[src/rtl/fifo_rd_drain_if.sv]
// ---------------------------------------------------------------------------
// fifo_rd_drain_if : FIFO read port plus framed valid/ready stream.  Rev 1.0
// ---------------------------------------------------------------------------
`default_nettype none

interface fifo_rd_drain_if #(
  parameter int WIDTH     = 8,
  parameter int CNT_WIDTH = 16
);
  logic                 drain_en;
  logic                 empty;
  logic [WIDTH-1:0]     data_r;
  logic                 en_r;
  logic [WIDTH-1:0]     out_data;
  logic                 out_valid;
  logic                 out_last;
  logic                 out_ready;
  logic [CNT_WIDTH-1:0] word_cnt;

  modport master (
    input  drain_en, empty, data_r, out_ready,
    output en_r, out_data, out_valid, out_last, word_cnt
  );

  modport slave (
    output drain_en, empty, data_r, out_ready,
    input  en_r, out_data, out_valid, out_last, word_cnt
  );
endinterface

`default_nettype wire

[src/rtl/fifo_rd_drain.sv]
// ---------------------------------------------------------------------------
// fifo_rd_drain : drains the async FIFO read port into a framed stream.  Rev 1.0
// ---------------------------------------------------------------------------
`default_nettype none

module fifo_rd_drain #(
  parameter int WIDTH     = 8,
  parameter int PKT_LEN   = 16,
  parameter int CNT_WIDTH = 16
) (
  input  logic             clk_r,
  input  logic             rst_r,
  fifo_rd_drain_if.master  bus
);
  localparam int              BEAT_W      = (PKT_LEN > 1) ? $clog2(PKT_LEN) : 1;
  localparam logic [BEAT_W-1:0] c_last_beat = BEAT_W'(PKT_LEN - 1);

  logic [1:0]           r_occ;
  logic [1:0]           r_wptr;
  logic [1:0]           r_rptr;
  logic                 r_pend;
  logic [BEAT_W-1:0]    r_beat;
  logic [CNT_WIDTH-1:0] r_word_cnt;
  logic [2:0]           r_last;
  logic [WIDTH-1:0]     r_data [3];

  logic w_credit;
  logic w_en;
  logic w_capture;
  logic w_valid;
  logic w_xfer;

  function automatic logic [1:0] ptr_inc(input logic [1:0] p);
    return (p == 2'd2) ? 2'd0 : p + 2'd1;
  endfunction

  // Credit counts the in-flight read so the buffer can never overflow.
  assign w_credit  = ({1'b0, r_occ} + {2'b00, r_pend}) < 3'd3;
  assign w_en      = bus.drain_en && !bus.empty && w_credit && !rst_r;
  assign w_capture = r_pend;
  assign w_valid   = (r_occ != 2'd0);
  assign w_xfer    = w_valid && bus.out_ready;

  always_ff @(posedge clk_r or posedge rst_r) begin
    if (rst_r) begin
      r_occ      <= 2'd0;
      r_wptr     <= 2'd0;
      r_rptr     <= 2'd0;
      r_pend     <= 1'b0;
      r_beat     <= '0;
      r_word_cnt <= '0;
      r_last     <= 3'b000;
    end else begin
      r_pend <= w_en;
      if (w_capture) begin
        r_last[r_wptr] <= (r_beat == c_last_beat);
        r_wptr         <= ptr_inc(r_wptr);
        r_beat         <= (r_beat == c_last_beat) ? '0 : r_beat + BEAT_W'(1);
      end
      if (w_xfer) begin
        r_rptr     <= ptr_inc(r_rptr);
        r_word_cnt <= r_word_cnt + CNT_WIDTH'(1);
      end
      case ({w_capture, w_xfer})
        2'b10:   r_occ <= r_occ + 2'd1;
        2'b01:   r_occ <= r_occ - 2'd1;
        default: r_occ <= r_occ;
      endcase
    end
  end

  // Payload needs no reset: it is masked whenever the buffer is empty.
  always_ff @(posedge clk_r) begin
    if (w_capture) begin
      r_data[r_wptr] <= bus.data_r;
    end
  end

  assign bus.en_r      = w_en;
  assign bus.out_valid = w_valid;
  assign bus.out_data  = w_valid ? r_data[r_rptr] : '0;
  assign bus.out_last  = w_valid && r_last[r_rptr];
  assign bus.word_cnt  = r_word_cnt;
endmodule

`default_nettype wire

[src/flat_wrapper.sv]
// flat-port wrapper written by rule: the top's interface ports become plain ports
module fifo_rd_drain_flat 
#(
  parameter int WIDTH     = 8,
  parameter int PKT_LEN   = 16,
  parameter int CNT_WIDTH = 16
)
  (clk_r, rst_r, bus_drain_en, bus_empty, bus_data_r, bus_out_ready, bus_en_r, bus_out_data, bus_out_valid, bus_out_last, bus_word_cnt);
  fifo_rd_drain_if #(.WIDTH(WIDTH), .CNT_WIDTH(CNT_WIDTH)) bus_i ();
  input  logic clk_r;
  input  logic rst_r;
  input wire logic [$bits(bus_i.drain_en)-1:0] bus_drain_en;
  input wire logic [$bits(bus_i.empty)-1:0] bus_empty;
  input wire logic [$bits(bus_i.data_r)-1:0] bus_data_r;
  input wire logic [$bits(bus_i.out_ready)-1:0] bus_out_ready;
  output wire logic [$bits(bus_i.en_r)-1:0] bus_en_r;
  output wire logic [$bits(bus_i.out_data)-1:0] bus_out_data;
  output wire logic [$bits(bus_i.out_valid)-1:0] bus_out_valid;
  output wire logic [$bits(bus_i.out_last)-1:0] bus_out_last;
  output wire logic [$bits(bus_i.word_cnt)-1:0] bus_word_cnt;
  assign bus_i.drain_en = bus_drain_en;
  assign bus_i.empty = bus_empty;
  assign bus_i.data_r = bus_data_r;
  assign bus_i.out_ready = bus_out_ready;
  assign bus_en_r = bus_i.en_r;
  assign bus_out_data = bus_i.out_data;
  assign bus_out_valid = bus_i.out_valid;
  assign bus_out_last = bus_i.out_last;
  assign bus_word_cnt = bus_i.word_cnt;
  fifo_rd_drain #(.WIDTH(WIDTH), .PKT_LEN(PKT_LEN), .CNT_WIDTH(CNT_WIDTH)) u_core (.clk_r(clk_r), .rst_r(rst_r), .bus(bus_i));
endmodule
[config.mk]
export PLATFORM = sky130hd
export DESIGN_NAME = fifo_rd_drain_flat
export DESIGN_NICKNAME = d
export VERILOG_FILES = /design/src/rtl/fifo_rd_drain_if.sv /design/src/rtl/fifo_rd_drain.sv /design/src/flat_wrapper.sv
export SDC_FILE = /design/constraint.sdc
export NUM_CORES = 1
export LEC_CHECK = 0
export ABC_AREA = 1
export BUFFER_PORTS_ARGS = -buffer_cell sky130_fd_sc_hd__buf_2
export CORE_MARGIN = 2
export CORE_UTILIZATION = 45
export CTS_CLUSTER_SIZE = 24
export DETAILED_ROUTE_END_ITERATION = 10
export GPL_TIMING_DRIVEN = 1
export PLACE_DENSITY = 0.66
export SKIP_LAST_GASP = 1
export SLEW_MARGIN = 15
export SYNTH_ARGS = -nofsm -noshare
export SYNTH_HDL_FRONTEND = slang
export SYNTH_SLANG_ARGS = --single-unit
[constraint.sdc]
create_clock -name clk_r -period 2.21 [get_ports clk_r]
set_input_delay 0.442 -clock clk_r [delete_from_list [all_inputs] [get_ports clk_r]]
set_output_delay 0.442 -clock clk_r [all_outputs]
set_load 0.05 [all_outputs]
==> results.sh, run 1 <==
export IMPL_vias_per_cell=4.79
export IMPL_power_density_mw_per_mm2=1290
export IMPL_syn_inst=253
export IMPL_slowest_stage="dfrtp_2"
export IMPL_root_buffer="clkbuf_8"
export IMPL_fmax_mhz=481
export IMPL_worst_pin_slew_ns=0.564
export IMPL_ctsHtreeMaxLevel=2
export IMPL_required_ns=1.77
export IMPL_place_congestion=0.812
export IMPL_status="complete, no violations"
export IMPL_drc=0
export IMPL_cts_sinks=54
export IMPL_syn_area_mm2=0.00243
export IMPL_synth_compound_area_share_pct=3.91
export IMPL_fp_row_count=26
export IMPL_path_buf_inv=1
export IMPL_cts_made_buffers=5
export IMPL_min_period_over_period_pct=94.2
export IMPL_drt_pass1_iter_count=4
export IMPL_synthXorXnorAreaFrac_pct=3.96
export IMPL_critPathArrivalTime_ns=1.64
export IMPL_start_kind="flop"
export IMPL_synthFlopType="dfrtp_1"
export IMPL_layout_drive_gt1_share_pct=21.0
export IMPL_ys_seq_elements=54
export IMPL_grt_max_degree=31
export IMPL_dieWidth_um=77.5
export IMPL_slew_headroom_pct=62.0
export IMPL_synth_top_cells_by_count="nand2_1, inv_1, dfrtp_1, edfxtp_1"
export IMPL_synth_top_family_by_area="simple AND/OR/NAND/NOR gates"
export IMPL_io_pins=40
export IMPL_synth_most_common_cell="nand2_1"
export IMPL_initial_core_util_pct=47.0
export IMPL_grt_use_total_pct=16.6
export IMPL_final_setup_tns_ns=0
export IMPL_diodes=0
export IMPL_portBuffers=39
export IMPL_clockBufferDepth=2
export IMPL_clk_pin_slew_ns=0.09
export IMPL_p_total_mw=3.75
export IMPL_vias=1796
export IMPL_synth_adder_area_share_pct=2.57
export IMPL_synth_fp_nets=271
export IMPL_cp_common_cell="ha_1"
export IMPL_dieArea_mm2=0.00601
export IMPL_ys_types=21
export IMPL_synth_edff_count=24
export IMPL_grt_first_pass_wirelength_um=7780
export IMPL_ir_drop_mv=0.595
export IMPL_path_class="reg2out"
export IMPL_cpPeakStageDelay_ns=0.46
export IMPL_antenna_found_initial=0
export IMPL_synth_top_cells_by_area="dfrtp_1, edfxtp_1, nand2_1, inv_1, nand3_1"
export IMPL_grt_overflow=0
export IMPL_finalSetupViolations=0
export IMPL_core_area_mm2=0.00517
export IMPL_wirelength_um=4540
export IMPL_cts_tree="built"
export IMPL_nNetsFinal=322
export IMPL_avgSynthCellArea_um2=9.61
export IMPL_fin_cells=375
export IMPL_rsz0062_at_grt="no"
export IMPL_grt_pass1_vias=1676
export IMPL_area_growth_pct=19.6
export IMPL_fin_hold_ws_ns=0.215
export IMPL_die_h_um=77.5
export IMPL_ys_seq_area_share_pct=60.5
export IMPL_dp_cells=366
export IMPL_yosysWarnings=0
export IMPL_muxShareOfSynthArea_pct=0
export IMPL_hp_class="in2async"
export IMPL_dpl_hpwl_um=3150
export IMPL_worst_clock_skew_ns=0.00323
export IMPL_cts_setup_buffers=0
export IMPL_crit_chain="ha_1 > ha_1 > nor2_1 > nand3b_1 > a21oi_2 > buf_6"
export IMPL_ant_nets=0
export IMPL_clock_latency_ns=0.30
export IMPL_period_needed_ns=2.08
export IMPL_yosys_area_share_simple_pct=23.2
export IMPL_yosysTopAreaCellShare_pct=30.9
export IMPL_hold_buffers=0
export IMPL_drtIter0Drc=77
export IMPL_slew_viol_final=0
export IMPL_finalHoldViolations=0
export IMPL_ys_async_sr_fraction_pct=55.6
export IMPL_yosysTopAreaCell="dfrtp_1"
export IMPL_maxCapViolCount=0
export IMPL_crit_family="flip-flops"
export IMPL_end_kind="primary output"
export IMPL_p_leak_nw=1.35
export IMPL_cp_max_fo=6
export IMPL_wl_per_cell_um=12.1
-- worst register-to-register path, delay by kind of cell, from the launching register on --
| family | cells | cell delay (ns) |
|---|---|---|
| adders and majority gates | 1 | 0.31 |
| AOI/OAI and AO/OA | 2 | 0.23 |
| and+or+nand+nor | 2 | 0.31 |
| DFF | 1 | 0.45 |
| xor gates and xnor gates | 1 | 0.15 |
-- stage by stage --
stage / worst slack [ns] / utilization, % / cell area (um^2)
after global placement: 0.382 / 53.1 / 2750
after CTS: 0.0363 / 55.7 / 2880
after floorplan: 0.0344 / - / 2430
final: 0.129 / 56.2 / 2910
after global routing: 0.00286 / 56.2 / 2910
after detailed placement: 0.340 / 53.1 / 2750
-- layer usage --
layer | part of all wire, % | track usage [%] | vias to the layer above
li1 | - | - | 911
met1 | 44 | 22.3 | 838
met2 | 49 | 25.7 | 40
met3 | 5.4 | 5.23 | 7
met4 | 1.2 | 5.54 | 0
met5 | 0 | 0 | -
-- final cells by class --
class / instances / area [um^2]
multi-input cells: 164 / 832
repair buffers: 46 / 254
clock buffers: 5 / 68.8
clock inverters: 3 / 63.8
inverters: 32 / 124
flip-flops and latches: 54 / 1470
fillers: 449 / 2260
well taps: 70 / 87.6
repair inverters: 1 / 5.00
-- path summary, 6_finish.rpt --
path                                               from                            end  slack (ns)  cells after the start
max reg2reg                 u_core.r_occ[1]$_DFFE_PP0P_    u_core.r_occ[1]$_DFFE_PP0P_        0.66                      6
min reg2reg                u_core.r_last[2]$_DFFE_PP0P_   u_core.r_last[2]$_DFFE_PP0P_        0.50                      2
min                                               rst_r        u_core.r_pend$_DFF_PP0_        0.21                      3
min in group clk_r                        bus_data_r[0]  u_core.r_data[0][0]$_DFFE_PP_        0.34                      1
max in group asynchronous                         rst_r    u_core.r_occ[0]$_DFFE_PP0P_        1.70                      3
max                         u_core.r_occ[0]$_DFFE_PP0P_                       bus_en_r        0.13                      6
-- cells by family after synthesis --
kind of cell | Yosys count
simple gates | 129
xor+xnor | 11
flops | 54
fa+ha+maj | 5
buf+inv | 35
compound gates | 19
-- placed cells by master (no fill, tap or decap), types with 2 or more instances in the layout --
| cell type | instances |
|---|---|
| nand2_1 | 80 |
| buf_2 | 38 |
| inv_1 | 31 |
| dfrtp_1 | 29 |
| edfxtp_1 | 24 |
| nor2_1 | 17 |
| nand3_1 | 17 |
| o21ai_0 | 12 |
| xnor2_1 | 7 |
| buf_4 | 7 |
| ha_1 | 5 |
| clkbuf_8 | 5 |
| nor2_4 | 4 |
| xor2_1 | 4 |
| nand4_1 | 4 |
| a21oi_1 | 4 |
| nor2_2 | 2 |
| o21ai_1 | 2 |
| nand3b_1 | 2 |
| nor3_1 | 2 |
| bufinv_16 | 2 |
-- report_power, final --
part / leakage [nW] / internal (mW) / switching (mW)
sequential: 0.604 / 1.22 / 0.173
clock: 0.0658 / 0.448 / 0.294
combinational: 0.683 / 0.443 / 1.17
total: 1.35 / 2.11 / 1.64
-- timing repair --
action | CTS | global route
cloned | 0 | 1
endpoints found under the setup margin | 1 | 9
gates resized for setup | 1 | 6
-- sequential cells by signal (all words and copies together), names as in the netlist --
| register | cells |
|---|---|
| u_core.bus.word_cnt | 16 |
| u_core.r_beat | 4 |
| u_core.r_data | 24 |
| u_core.r_last | 3 |
| u_core.r_occ | 2 |
| u_core.r_pend | 1 |
| u_core.r_rptr | 2 |
| u_core.r_wptr | 2 |
Power figures use the tool's default switching activity.
==> run 2: changes to the inputs <==
CORE_ASPECT_RATIO = 0.7   (was not set)
==> run 2 against run 1 <==
  * Die area increased by 0.16%
  * Sequential power about the same
  * Sequential share of layout area increased by 0.53 points
  * First-iteration DRC count increased by 36%
  * Global-route usage decreased by 0.10 points
  * Core utilization decreased by 1.2 points
  * Cell count increased by 0.27%
  * Clock skew increased by 0.0092 ns
  * Highest routed layer unchanged
==> results.sh, run 2 (synthesis results as in run 1) <==
export IMPL_grt_first_pass_wirelength_um=7690
export IMPL_place_area_mm2=0.00274
export IMPL_required_ns=1.77
export IMPL_slew_viol_final=0
export IMPL_final_setup_tns_ns=0
export IMPL_seq_area_mm2=0.00147
export IMPL_vias_per_cell=4.67
export IMPL_end_kind="primary output"
export IMPL_power_density_mw_per_mm2=1250
export IMPL_grt_pass1_vias=1635
export IMPL_dpl_hpwl_um=3270
export IMPL_p_clk_share_pct=16.9
export IMPL_initial_core_util_pct=46.5
export IMPL_grt_max_degree=31
export IMPL_portBuffers=39
export IMPL_p_leak_nw=1.33
export IMPL_hold_buffers=0
export IMPL_p_int_mw=1.95
export IMPL_nNetsFinal=321
export IMPL_largest_register="u_core.r_data"
export IMPL_rsz0062_at_grt="no"
export IMPL_status="complete, no violations"
export IMPL_clock_latency_ns=0.30
export IMPL_drc=0
export IMPL_worst_pin_slew_ns=0.606
export IMPL_grt_overflow=0
export IMPL_cts_tree="built"
export IMPL_diodes=0
export IMPL_fin_cells=376
export IMPL_wl_per_cell_um=12.0
export IMPL_r2r_slack_ns=0.57
export IMPL_largest_register_ffs=24
export IMPL_maxCapViolCount=0
export IMPL_multi_input_area_um2=832
export IMPL_p_comb_share_pct=44.2
export IMPL_min_period_over_period_pct=95.6
export IMPL_vias=1755
export IMPL_sw_frac_of_total_pct=45.8
export IMPL_finalHoldViolations=0
export IMPL_io_pins=40
export IMPL_path_class="reg2out"
export IMPL_drt_pass1_iter_count=4
export IMPL_seqPwrFrac_pct=38.9
export IMPL_place_congestion=0.843
export IMPL_dieWidth_um=91.9
export IMPL_ctsHtreeMaxLevel=2
export IMPL_dp_cells=367
export IMPL_cts_setup_buffers=0
export IMPL_drtIter0Drc=105
export IMPL_ant_nets=0
export IMPL_finalSetupViolations=0
export IMPL_clk_pin_slew_ns=0.09
export IMPL_root_buffer="clkbuf_8"
export IMPL_r2r_end="u_core.r_occ[1]$_DFFE_PP0P_"
export IMPL_layout_drive_gt1_share_pct=20.7
export IMPL_reg2reg_depth=6
export IMPL_grt_use_total_pct=16.5
export IMPL_slew_headroom_pct=59.2
export IMPL_final_common_cell="nand2_1"
export IMPL_period_needed_ns=2.11
export IMPL_p_total_mw=3.60
export IMPL_dieArea_mm2=0.00602
export IMPL_start_kind="flop"
export IMPL_antenna_found_initial=0
export IMPL_cp_max_fo=6
export IMPL_switching_power_mw=1.65
export IMPL_wirelength_um=4510
export IMPL_die_h_um=65.5
export IMPL_timing_rr_start="u_core.r_occ[1]$_DFFE_PP0P_"
export IMPL_area_growth_pct=18.4
export IMPL_cts_made_buffers=5
export IMPL_nFillCells=502
export IMPL_critPathArrivalTime_ns=1.67
export IMPL_cts_sinks=54
export IMPL_worst_clock_skew_ns=0.0124
export IMPL_clockBufferDepth=2
export IMPL_final_area_mm2=0.00288
export IMPL_hp_class="in2async"
export IMPL_core_area_mm2=0.00523
export IMPL_final_cell_mix="nand2_1, buf_2, inv_1"
export IMPL_ir_drop_mv=0.581
export IMPL_fp_row_count=22
export IMPL_fmax_mhz=473
==> run 2: cell count changes in the layout (fill, tap and decap cells not counted), sizes merged <==
cell / change
clkinvlp: +1
bufinv: -2
buf: -2
clkinv: -1
clkbuf: +3
==> run 2: worst max path at each step <==
stage                     slack (ns)        to                   startpoint
after global placement          0.37  bus_en_r  u_core.r_occ[0]$_DFFE_PP0P_
after detailed placement        0.31  bus_en_r  u_core.r_occ[0]$_DFFE_PP0P_
after CTS                       0.01  bus_en_r  u_core.r_occ[0]$_DFFE_PP0P_
after global routing            0.01  bus_en_r  u_core.r_occ[0]$_DFFE_PP0P_
final                            0.1  bus_en_r  u_core.r_occ[0]$_DFFE_PP0P_
after floorplan                 0.03  bus_en_r  u_core.r_occ[0]$_DFFE_PP0P_
==> run 2: cell type report <==
class                           instances  share of cell area, %
Sequential cell                        54                   51.2
Multi-Input combinational cell        164                   28.9
Timing Repair Buffer                   45                   8.65
Inverter                               32                   4.30
Clock buffer                            7                   3.39
Tap cell                               72                   3.13
Clock inverter                          1                  0.261
Timing Repair inverter                  1                  0.174
==> run 2: routing by layer <==
layer,global-route usage [%],up-vias,wire [um]
met5,0,-,0
met4,3.92,0,19
met3,4.36,2,243
met2,23.6,34,1910
met1,25.1,808,2340
li1,-,911,-
==> run 2: critical path, stage by stage (launching register included) <==
cell,delay (ns)
dfrtp_2,0.47
ha_1,0.20
ha_1,0.17
nor2_1,0.10
nand3b_1,0.09
a21oi_2,0.15
buf_6,0.18
==> run 2: through the flow <==
step	util (%)	hold WS, ns	setup WS (ns)
2_1_floorplan	-	0.448	0.0344
3_5_place_dp	52.4	0.480	0.308
5_1_grt	55.0	0.246	0.0127
4_1_cts	54.4	0.216	0.0141
3_3_place_gp	52.4	0.467	0.373
6_report	55.0	0.203	0.0978
==> run 2: power by group through the flow <==
stage          Sequential (mW)  Combinational [mW]  Clock [mW]
3_5_place_dp              1.41                1.56           0
5_1_grt                   1.44                1.76       0.667
4_1_cts                   1.39                1.56       0.623
2_1_floorplan             1.53                1.05           0
3_3_place_gp              1.40                1.54           0
6_report                  1.40                1.59       0.610
==> run 2: what timing repair did <==
| action | CTS | global route |
|---|---|---|
| endpoints found under the setup margin | 1 | 9 |
| gates resized for setup | 1 | 7 |
| gates cloned | 0 | 1 |
| endpoints found under the hold margin | 0 | 0 |
==> run 3: changes to the inputs <==
PLACE_DENSITY = not set   (was 0.66)
PLACE_DENSITY_LB_ADDON = 0.25   (was not set)
==> run 3 against run 2 <==
  * Global-route usage down 0.39 points
  * Hold slack better by 0.0069 ns
  * Power shrank 4.3%
  * Largest cell class unchanged
  * Largest power group unchanged
==> results.sh, run 3 (synthesis results as in run 1) <==
export IMPL_status="complete, no violations"
export IMPL_slowest_stage="dfrtp_2"
export IMPL_multi_input_area_um2=827
export IMPL_path_buf_inv=1
export IMPL_fp_row_count=22
export IMPL_path_class="reg2out"
export IMPL_worst_pin_slew_ns=0.607
export IMPL_cpPeakStageDelay_ns=0.46
export IMPL_end_kind="primary output"
export IMPL_wirelength_um=4530
export IMPL_antenna_found_initial=0
export IMPL_dieArea_mm2=0.00602
export IMPL_maxCapViolCount=0
export IMPL_drc=0
export IMPL_fmax_mhz=473
export IMPL_finalSetupViolations=0
export IMPL_hold_buffers=0
export IMPL_clock_latency_ns=0.30
export IMPL_critPathArrivalTime_ns=1.67
export IMPL_clockBufferDepth=2
export IMPL_crit_family="flip-flops"
export IMPL_cp_common_cell="ha_1"
export IMPL_dpl_hpwl_um=3300
export IMPL_drtIter0Drc=101
export IMPL_diodes=0
export IMPL_ctsHtreeMaxLevel=2
export IMPL_portBuffers=39
export IMPL_crit_chain="ha_1 > ha_1 > nor2_1 > nand3b_1 > a21oi_2 > buf_4"
export IMPL_final_cell_mix="nand2_1, buf_2, inv_1"
export IMPL_place_area_mm2=0.00273
export IMPL_seq_area_mm2=0.00147
export IMPL_p_leak_nw=1.31
export IMPL_finalHoldViolations=0
export IMPL_clk_pin_slew_ns=0.09
export IMPL_grt_pass1_vias=1553
export IMPL_start_kind="flop"
export IMPL_power_density_mw_per_mm2=1220
export IMPL_grt_overflow=0
export IMPL_place_congestion=0.842
export IMPL_layout_drive_gt1_share_pct=19.6
export IMPL_area_growth_pct=16.1
export IMPL_reg2reg_depth=6
export IMPL_period_needed_ns=2.11
export IMPL_grt_use_total_pct=16.1
export IMPL_die_h_um=65.5
export IMPL_dieWidth_um=91.9
export IMPL_required_ns=1.77
export IMPL_vias_per_cell=4.66
export IMPL_wl_per_cell_um=12.1
export IMPL_nFillCells=473
export IMPL_nNetsFinal=318
export IMPL_largest_register="u_core.r_data"
export IMPL_postLayoutSetupSlackWorst_ns=0.0954
export IMPL_cts_tree="built"
export IMPL_ir_drop_mv=0.666
export IMPL_worst_clock_skew_ns=0.00868
export IMPL_dp_slack_ns=0.296
export IMPL_path_depth=6
export IMPL_grt_max_degree=31
export IMPL_drt_pass1_iter_count=4
export IMPL_hp_class="in2async"
export IMPL_final_common_cell="nand2_1"
export IMPL_rsz0062_at_grt="yes"
export IMPL_core_area_mm2=0.00523
export IMPL_slew_headroom_pct=59.1
export IMPL_largest_register_ffs=24
export IMPL_final_area_mm2=0.00282
export IMPL_initial_core_util_pct=46.5
export IMPL_ant_nets=0
export IMPL_io_pins=40
export IMPL_cts_sinks=54
export IMPL_slew_viol_final=0
export IMPL_root_buffer="clkbuf_8"
export IMPL_grt_first_pass_wirelength_um=7490
export IMPL_min_period_over_period_pct=95.7
export IMPL_cts_made_buffers=5
export IMPL_cp_max_fo=6
export IMPL_vias=1737
==> run 3: cell type report <==
cell class	instances	area share [%]
Clock buffer	5	2.44
Clock inverter	3	0.399
Inverter	32	4.39
Multi-Input combinational cell	164	29.3
Sequential cell	54	52.2
Tap cell	72	3.19
Timing Repair Buffer	43	8.07
==> run 3: tightest hold or removal path, stage by stage <==
cell and delay [ns]:
buf_2 0.10, inv_1 0.04, buf_4 0.34
==> run 3: repair_timing <==
item,in CTS,in global routing
setup endpoints to repair,10,9
resized for setup,2,4
setup buffers,0,0
==> run 3: where the power goes <==
group | internal, mW | switching [mW] | total, mW | leakage, nW
Combinational | 0.408 | 1.12 | 1.53 | 0.666
Sequential | 1.22 | 0.189 | 1.41 | 0.602
Clock | 0.212 | 0.294 | 0.506 | 0.0407
Total | 1.84 | 1.61 | 3.45 | 1.31
==> run 3: final timing paths <==
kind                                               from                                   to  slack (ns)
min in group clk_r                        bus_data_r[5]        u_core.r_data[1][5]$_DFFE_PP_        0.35
min                                               rst_r  u_core.bus.word_cnt[12]$_DFFE_PP0P_        0.21
max in group asynchronous                         rst_r          u_core.r_occ[0]$_DFFE_PP0P_        1.70
max                         u_core.r_occ[0]$_DFFE_PP0P_                             bus_en_r         0.1
min reg2reg                u_core.r_last[0]$_DFFE_PP0P_         u_core.r_last[0]$_DFFE_PP0P_        0.50
max reg2reg                 u_core.r_occ[1]$_DFFE_PP0P_          u_core.r_occ[1]$_DFFE_PP0P_        0.58
==> run 3: layer usage <==
metal,part of all wire [%],GRT usage [%]
met5,0,0
met4,0.49,3.92
met3,6.3,3.56
met2,42,22.9
met1,51,25.1
==> run 3: through the flow <==
stage               utilization (%)  instances  power, mW  setup TNS, ns  hold WS [ns]
floorplan                         -        253       2.58              0         0.448
finish                         54.0        373       3.45              0         0.210
global route                   54.0        373       3.70        -0.0392         0.255
global placement               52.1        365       2.92              0         0.470
detailed placement             52.1        365       2.94              0         0.477
CTS                            53.8        373       3.47              0         0.220
